==> src/rtl/grf_write_arbiter_pkg.sv <==
// Shared defaults and helpers for the GRF write arbiter and its late-write queue.
package grf_write_arbiter_pkg;

  localparam int unsigned WbqDepth = 4;
  localparam int unsigned WbqAw    = 5;
  localparam int unsigned WbqDw    = 32;

  // Occupancy counter width: must represent 0..depth inclusive.
  function automatic int unsigned cnt_w(input int unsigned depth);
    return $clog2(depth) + 1;
  endfunction

endpackage

==> src/rtl/grf_write_arbiter_match.sv <==
// Compares one query address against every queued destination; only live entries can hit.
module grf_write_arbiter_match #(
  parameter int unsigned DEPTH = 4,
  parameter int unsigned AW    = 5
) (
  input  logic [DEPTH-1:0][AW-1:0] a3_i,
  input  logic [DEPTH-1:0]         live_i,
  input  logic [AW-1:0]            addr_i,
  output logic [DEPTH-1:0]         hit_o
);

  always_comb begin
    hit_o = '0;
    for (int i = 0; i < DEPTH; i++) begin
      hit_o[i] = live_i[i] && (a3_i[i] == addr_i);
    end
  end

endmodule

==> src/rtl/grf_write_arbiter.sv <==
// Merges the W-stage write and a queued late-write path onto the single GRF write port.
// Define WB_TRACE_EN to print every GRF write in simulation.
module grf_write_arbiter
  import grf_write_arbiter_pkg::*;
#(
  parameter int unsigned DEPTH = WbqDepth,
  parameter int unsigned AW    = WbqAw,
  parameter int unsigned DW    = WbqDw
) (
  input  logic                     clk_i,
  input  logic                     rst_ni,
  input  logic                     w_we_i,
  input  logic [AW-1:0]            w_a3_i,
  input  logic [DW-1:0]            w_wd_i,
  input  logic [DW-1:0]            w_pc_i,
  input  logic                     lw_valid_i,
  output logic                     lw_ready_o,
  input  logic [AW-1:0]            lw_a3_i,
  input  logic [DW-1:0]            lw_wd_i,
  input  logic [DW-1:0]            lw_pc_i,
  input  logic [AW-1:0]            q_a1_i,
  input  logic [AW-1:0]            q_a2_i,
  output logic                     busy1_o,
  output logic                     busy2_o,
  output logic                     grf_we_o,
  output logic [AW-1:0]            grf_a3_o,
  output logic [DW-1:0]            grf_wd_o,
  output logic [DW-1:0]            grf_pc_o,
  output logic [$clog2(DEPTH):0]   count_o
);

  localparam int unsigned PW = $clog2(DEPTH);
  localparam int unsigned CW = cnt_w(DEPTH);

  logic [DEPTH-1:0]         live_q, live_d;
  logic [DEPTH-1:0][AW-1:0] a3_q;
  logic [DEPTH-1:0][DW-1:0] wd_q, pc_q;
  logic [PW-1:0]            head_q, head_d, tail_q, tail_d;
  logic [CW-1:0]            count_q, count_d;
  logic                     w_act, accept, push, pop, head_fire;
  logic [DEPTH-1:0]         kill_hit, busy1_hit, busy2_hit;

  grf_write_arbiter_match #(.DEPTH(DEPTH), .AW(AW)) u_kill_match (
    .a3_i(a3_q), .live_i(live_q), .addr_i(w_a3_i), .hit_o(kill_hit)
  );
  grf_write_arbiter_match #(.DEPTH(DEPTH), .AW(AW)) u_busy1_match (
    .a3_i(a3_q), .live_i(live_q), .addr_i(q_a1_i), .hit_o(busy1_hit)
  );
  grf_write_arbiter_match #(.DEPTH(DEPTH), .AW(AW)) u_busy2_match (
    .a3_i(a3_q), .live_i(live_q), .addr_i(q_a2_i), .hit_o(busy2_hit)
  );

  always_comb begin
    // Reset also silences the W pass-through so the port is quiet while held.
    w_act      = rst_ni && w_we_i && (w_a3_i != '0);
    lw_ready_o = (count_q < CW'(DEPTH));
    accept     = lw_valid_i && lw_ready_o;
    // A late write to the register W is writing right now is already stale.
    push       = accept && (lw_a3_i != '0) && !(w_act && (lw_a3_i == w_a3_i));
    pop        = !w_act && (count_q != '0);
    head_fire  = pop && live_q[head_q];
  end

  always_comb begin
    grf_we_o = 1'b0;
    grf_a3_o = '0;
    grf_wd_o = '0;
    grf_pc_o = '0;
    if (w_act) begin
      grf_we_o = 1'b1;
      grf_a3_o = w_a3_i;
      grf_wd_o = w_wd_i;
      grf_pc_o = w_pc_i;
    end else if (head_fire) begin
      grf_we_o = 1'b1;
      grf_a3_o = a3_q[head_q];
      grf_wd_o = wd_q[head_q];
      grf_pc_o = pc_q[head_q];
    end
    busy1_o = (q_a1_i != '0) && (|busy1_hit);
    busy2_o = (q_a2_i != '0) && (|busy2_hit);
    count_o = count_q;
  end

  always_comb begin
    live_d = live_q;
    if (w_act) live_d = live_q & ~kill_hit;
    if (pop)   live_d[head_q] = 1'b0;
    if (push)  live_d[tail_q] = 1'b1;
    head_d  = head_q + PW'(pop);
    tail_d  = tail_q + PW'(push);
    count_d = count_q + CW'(push) - CW'(pop);
  end

  always_ff @(posedge clk_i or negedge rst_ni) begin
    if (!rst_ni) begin
      live_q  <= '0;
      head_q  <= '0;
      tail_q  <= '0;
      count_q <= '0;
    end else begin
      live_q  <= live_d;
      head_q  <= head_d;
      tail_q  <= tail_d;
      count_q <= count_d;
    end
  end

  always_ff @(posedge clk_i or negedge rst_ni) begin
    if (!rst_ni) begin
      a3_q <= '0;
      wd_q <= '0;
      pc_q <= '0;
    end else if (push) begin
      a3_q[tail_q] <= lw_a3_i;
      wd_q[tail_q] <= lw_wd_i;
      pc_q[tail_q] <= lw_pc_i;
    end
  end

`ifdef WB_TRACE_EN
  always @(posedge clk_i) begin
    if (grf_we_o) $display("%d@%h: $%d <= %h", $time, grf_pc_o, grf_a3_o, grf_wd_o);
  end
`else
`endif

endmodule

==> config.mk <==
export PLATFORM = sky130hd
export DESIGN_NAME = grf_write_arbiter
export DESIGN_NICKNAME = d
export VERILOG_FILES = /design/src/rtl/grf_write_arbiter_pkg.sv /design/src/rtl/grf_write_arbiter_match.sv /design/src/rtl/grf_write_arbiter.sv
export SDC_FILE = /design/constraint.sdc
export NUM_CORES = 1
export LEC_CHECK = 0
export CAP_MARGIN = 20
export CORE_AREA = 2 2 149 209
export CTS_CLUSTER_SIZE = 16
export DETAILED_ROUTE_END_ITERATION = 12
export DIE_AREA = 0 0 151 211
export PLACE_DENSITY = 0.74
export SLEW_MARGIN = 20
export SYNTH_ARGS = -nofsm -noshare
export SYNTH_HDL_FRONTEND = slang
export SYNTH_SLANG_ARGS = --single-unit
==> constraint.sdc <==
create_clock -name clk_i -period 2.8 [get_ports clk_i]
set_input_delay 0.56 -clock clk_i [delete_from_list [all_inputs] [get_ports clk_i]]
set_output_delay 0.56 -clock clk_i [all_outputs]
set_load 0.02 [all_outputs]
== Word-level counts from Yosys, hierarchy flattened ==
Index checks and enable logic that the tools add are counted.

* Input port bits: 152
* Register bits after elaboration: 287
* Word-level logic and storage cells: 106

* Multiplexer cells: 30
* Reduce and logical (&&, ||, !) cells: 33
* Order comparisons: 5
* Add/sub/neg operators: 4
* Bitwise gates (word level): 5
* Eq/ne operators: 13

{| class="wikitable"
|+ Operators with widths
! operator !! number
|-
| 128-bit bitwise mux || 2
|-
| 32-bit 2-to-1 mux || 7
|-
| 32-bit binary-select mux with 2-bit select || 2
|-
| 5-bit equality test || 13
|-
| 32-bit demux with 2-bit select || 1
|-
| 1-bit logical AND || 24
|-
| 20-bit bitwise mux || 1
|-
| 5-bit 2-to-1 mux || 4
|-
| 5-bit nonzero test || 4
|-
| 4-bit 2-to-1 mux || 3
|-
| 5-bit binary-select mux with 2-bit select || 1
|-
| 5-bit demux with 2-bit select || 1
|-
| 4-bit AND || 2
|-
| 4-bit NOT || 2
|-
| 4-bit OR reduction || 2
|-
| 2-bit by 3-bit < comparator with 1-bit output (second input constant) || 2
|-
| 1-bit 2-to-1 mux || 5
|-
| 2-bit by 1-bit adder with 2-bit output || 2
|-
| 1-bit demux with 2-bit select || 2
|-
| 2-bit by 1-bit >= comparator with 1-bit output (second input constant) || 2
|-
| 4-bit bitwise OR || 1
|-
| 3-bit by 1-bit adder with 3-bit output || 1
|-
| 3-bit < comparator (second input constant) || 1
|-
| 3-bit nonzero test || 1
|-
| other kinds (3) || 4
|}

== Logic depth before layout (Yosys ltp) ==
* Depth in word-level cells: 9
* Gate-level depth with buffers: 14

== Modules after synthesis ==
A second synthesis with hierarchy kept.

* Cell total of the unflattened synthesis: 904
* Area total of the unflattened synthesis: 14042.2 µm²

{| class="wikitable"
|+ Modules (own cells, without submodules)
! module !! instances !! cells an instance !! area each (µm²)
|-
| grf_write_arbiter || 1 || 820 || 13366.6
|-
| grf_write_arbiter_match || 3 || 28 || 225.2
|}

== Worst setup path before layout ==
Ideal clock, no wire load.

* Path kind: input -> register
* Start: input w_a3_i[3]
* End: register count_q[2] (netlist: count_o[2])
* Slack: -0.508 ns
* Stages on the path: 14
* Path buffers: 3
* Data arrival time: 3.177 ns
* Cell sequence: buf_2 > or3_1 > o31a_1 > buf_6 > and4_4 > buf_6 > or2_2 > ha_1 > inv_1 > ha_1 > inv_1 > fa_1 > xnor2_1 > xnor2_1

* Cells in the longest elaborated chain, start to end: 7

{| class="wikitable"
|+ RTL lines
! what !! line !! RTL
|-
| start, declared || grf_write_arbiter.sv:13 || <nowiki>input logic [AW-1:0] w_a3_i,</nowiki>
|-
| 5-bit nonzero test || grf_write_arbiter.sv:55 || <nowiki>w_act = rst_ni && w_we_i && (w_a3_i != '0);</nowiki>
|-
| 1-bit logical AND || grf_write_arbiter.sv:55 ||
|-
| 1-bit logical AND || grf_write_arbiter.sv:59 || <nowiki>push = accept && (lw_a3_i != '0) && !(w_act && (lw_a3_i == w_a3_i));</nowiki>
|-
| 1-bit zero test || grf_write_arbiter.sv:59 ||
|-
| 1-bit logical AND || grf_write_arbiter.sv:59 ||
|-
| 3-bit by 1-bit adder with 3-bit output || grf_write_arbiter.sv:92 || <nowiki>count_d = count_q + CW'(push) - CW'(pop);</nowiki>
|-
| 3-bit by 1-bit subtractor with 3-bit output (*) || grf_write_arbiter.sv:92 ||
|-
| net count_d[2] || grf_write_arbiter.sv:39 || <nowiki>logic [CW-1:0] count_q, count_d;</nowiki>
|-
| end signal, assigned || grf_write_arbiter.sv:105 || <nowiki>count_q <= count_d;</nowiki>
|-
| end, declared || grf_write_arbiter.sv:39 ||
|}

Mark *: on every way through the listed nets, which the timed path passes. The rest lies on a longest branch.
A chain may end at the register's enable or synchronous reset.

== Worst setup path in the final report ==
* Start: register head_q[0]
* End: output grf_a3_o[4]

* Cells in the longest elaborated chain, start to end: 5

{| class="wikitable"
|+ RTL lines
! what !! line !! RTL
|-
| start, declared || grf_write_arbiter.sv:38 || <nowiki>logic [PW-1:0] head_q, head_d, tail_q, tail_d;</nowiki>
|-
| start signal, assigned || grf_write_arbiter.sv:98 || <nowiki>head_q <= '0;</nowiki>
|-
| start signal, assigned || grf_write_arbiter.sv:103 || <nowiki>head_q <= head_d;</nowiki>
|-
| 1-bit binary-select mux with 2-bit select || grf_write_arbiter.sv:61 || <nowiki>head_fire = pop && live_q[head_q];</nowiki>
|-
| 1-bit 2-to-1 mux (not written as such) || grf_write_arbiter.sv:61 ||
|-
| 1-bit logical AND || grf_write_arbiter.sv:61 ||
|-
| 5-bit 2-to-1 mux (*) || grf_write_arbiter.sv:74 || <nowiki>end else if (head_fire) begin</nowiki>
|-
| 5-bit 2-to-1 mux (*) || grf_write_arbiter.sv:69 || <nowiki>if (w_act) begin</nowiki>
|-
| end, declared || grf_write_arbiter.sv:26 || <nowiki>output logic [AW-1:0] grf_a3_o,</nowiki>
|}

Mark *: on every way between the ends. The rest lies on a longest branch, timed or not. The select of a mux whose other input is x is not followed.

==> reports/metrics.cfg <==
[status]
status = complete, but fails checks
violations = setup timing

[logic_synthesis]
synth.most_common_cell = dfrtp_1
synth.distinct_cells = 36
seq_area_frac_synth = 0.497
syn-num-nets = 1071
async_flop_share = 1.00
yosys.area_share.simple = 0.0227
synth_ff_type = dfrtp_1
synth_xor_area_frac = 0.0418
synth-compound-area-share = 0.0474
synth_seq_cells = 287
synth_largest_area_cell = dfrtp_1
synth_area_leaders = dfrtp_1 (50%), mux2_4 (12%), mux4_2 (11%)
synth_top_family_by_area = multiplexers
synth_common_cells = dfrtp_1 (287), mux2_2 (133), mux2_4 (120), mux4_2 (70), a22o_1 (69)
synth_edf_count = 0
synth_area_um2 = 14500
synth_cells = 914
synth_fa_ha_area_frac = 0.00485
syn_avg_cell_area_um2 = 15.8
synth_top_area_share = 0.497
yosys_warnings = 0
synth.mux.area_fraction = 0.355

[global_routing]
antenna_found_initial = 5
grt_pass1_wl_um = 57200
grtUsageMet3 = 0.0374
use_met2 = 0.396
grt_most_used_layer = met2
gr-usage-met1 = 0.315
grt_usage = 0.234
grt_max_degree = 169
grt_pass1_vias = 9882
grt_overflow_total = 0

[worst_setup_path]
startpoint_type = register
path_class = reg -> out
path_max_fanout = 7
critPathRequiredTime_ns = 2.24
worstPathArrival_ns = 2.40
cp-end-kind = output port
ff2ff_path_depth = 11

[route]
wire_per_inst_um = 23.8
dr.pass1.iters = 5
vias = 9204
ant_nets = 0
remaining_drc_errors = 0
drt_iter0_drc = 455
routed_wl_um = 38400
viasPerCell = 5.72

[clocking]
clockBufferDepth = 3
clkSinkCount = 287
cts_made_buffers = 28
cts_root_buf = clkbuf_16
clk_pin_slew_ns = 0.07
tritoncts = built
htreeDepth = 1
cts_hold_buf = 0
clock_latency_ns = 0.56

[sta]
finalSetupTns_ns = -8.88
rsz0062_at_grt = yes
setup_violations = 70
tightest_slew_ns = 0.998
period_needed_ns = 2.96
finalMaxSlewViolations = 0
fin_crit_sh = 1.06
fmax_mhz = 338
setup_slack_ns = -0.158
slew_headroom = 0.334
fin_skew_ns = 0.00987
hold_violations = 0

[floorplan]
io_pins = 228
die-width_um = 151
coreArea_um2 = 29800
dieArea_um2 = 31900
start_util = 0.485
dieHeight_um = 211
placementRows = 75

[final_layout]
final_area_um2 = 19600
syn_to_final_growth_pct = 35.3
fillers = 2121
nets = 1359
fin_util = 0.655
final_layout_size_suffix_gt1_frac = 0.490

[power]
irDropWorstVdd_mv = 0.665
leakage_nw = 8.43
power_frac_seq = 0.341
comb_power_share = 0.484
switching_share = 0.318
p_sw_mw = 7.19
p_per_area_nw_per_um2 = 1150
total_power_mw = 22.6
p_clk_frac = 0.176
p_int_mw = 15.4

[placed_design]
gp_congestion = 0.883
io_buffer_count = 227
dp_slack_ns = -0.653
postPlaceCellArea_um2 = 17900
place.detailed.hpwl_um = 23600

[min_path]
hold_path_class = in -> async

[job]
drv_cap = 0

metrics by stage:
step                hold slack [ns]  instances
CTS                           0.180       1591
floorplan                     0.264        914
global placement              0.464       1527
global route                  0.213       1609
detailed placement            0.475       1527
finish                        0.174       1610
worst max-delay path, cell delays in order (launching register included):
cell	delay (ns)
dfrtp_4	0.47
mux4_2	0.53
and2_4	0.19
buf_4	0.14
buf_12	0.14
a22o_4	0.24
buf_6	0.13
cell families after synthesis:
kind of cell	count (synthesis)
xor+xnor	69
compound gates	79
mux	346
fa+ha+maj	5
flops	287
buf+inv	82
simple gates	46
layout make-up:
class | instances | area [µm²] | area share
Sequential cell | 287 | 7190 | 0.368
Multi-Input combinational cell | 545 | 6990 | 0.358
Timing Repair Buffer | 335 | 3910 | 0.200
Clock buffer | 35 | 778 | 0.0398
Tap cell | 385 | 482 | 0.0246
Clock inverter | 16 | 183 | 0.00934
Inverter | 5 | 18.8 | 0.000960
Antenna cell | 2 | 5.00 | 0.000256
state kept, by name, indices dropped and copies added (netlist names):
name,count
pc_q,128
wd_q,128
a3_q,20
live_q,4
count_o,3
head_q,2
tail_q,2
cell usage in the layout, fill, tap and decap left out, types with 36 or more instances in the layout:
| cell | n |
|---|---|
| buf_12 | 37 |
| buf_6 | 63 |
| dfrtp_1 | 285 |
| mux4_2 | 70 |
| clkbuf_16 | 36 |
| mux2_2 | 133 |
| clkdlybuf4s50_1 | 146 |
| mux2_4 | 138 |
| a22o_1 | 67 |
| buf_4 | 50 |
| xor2_1 | 49 |
worst paths after layout:
kind | start | endpoint | slack [ns]
max in group asynchronous | rst_ni | a3_q[11] | 1.12
min reg2reg | pc_q[29] | pc_q[29] | 0.49
min | rst_ni | pc_q[55] | 0.17
max | head_q[0] | grf_a3_o[4] | -0.16
max reg2reg | count_o[2] | count_o[2] | 0.56
min in group clk_i | pc_q[29] | pc_q[29] | 0.49
per-layer routing:
metal  routed length [µm]  part of all wire
met1                16000              0.42
met3                 1940             0.051
met4                  925             0.024
met5                   40            0.0010
met2                19400              0.51
power groups by stage:
stage / sequential [mW] / combinational (mW) / clock (mW)
floorplan: 7.24 / 7.08 / 0
global placement: 7.61 / 9.78 / 0
detailed placement: 7.69 / 9.96 / 0
CTS: 7.65 / 9.94 / 4.04
global route: 7.93 / 11.6 / 4.22
finish: 7.70 / 10.9 / 3.97
timing repair:
| action | 4_1_cts | 5_1_grt |
|---|---|---|
| cloned | 6 | 9 |
| setup endpoints to repair | 150 | 92 |
| pin swaps | 3 | 14 |
| gates resized for setup | 251 | 169 |
| setup buffers | 7 | 9 |
| hold endpoints to repair | 0 | 0 |
Note: power is estimated with default switching activity, not from simulation.
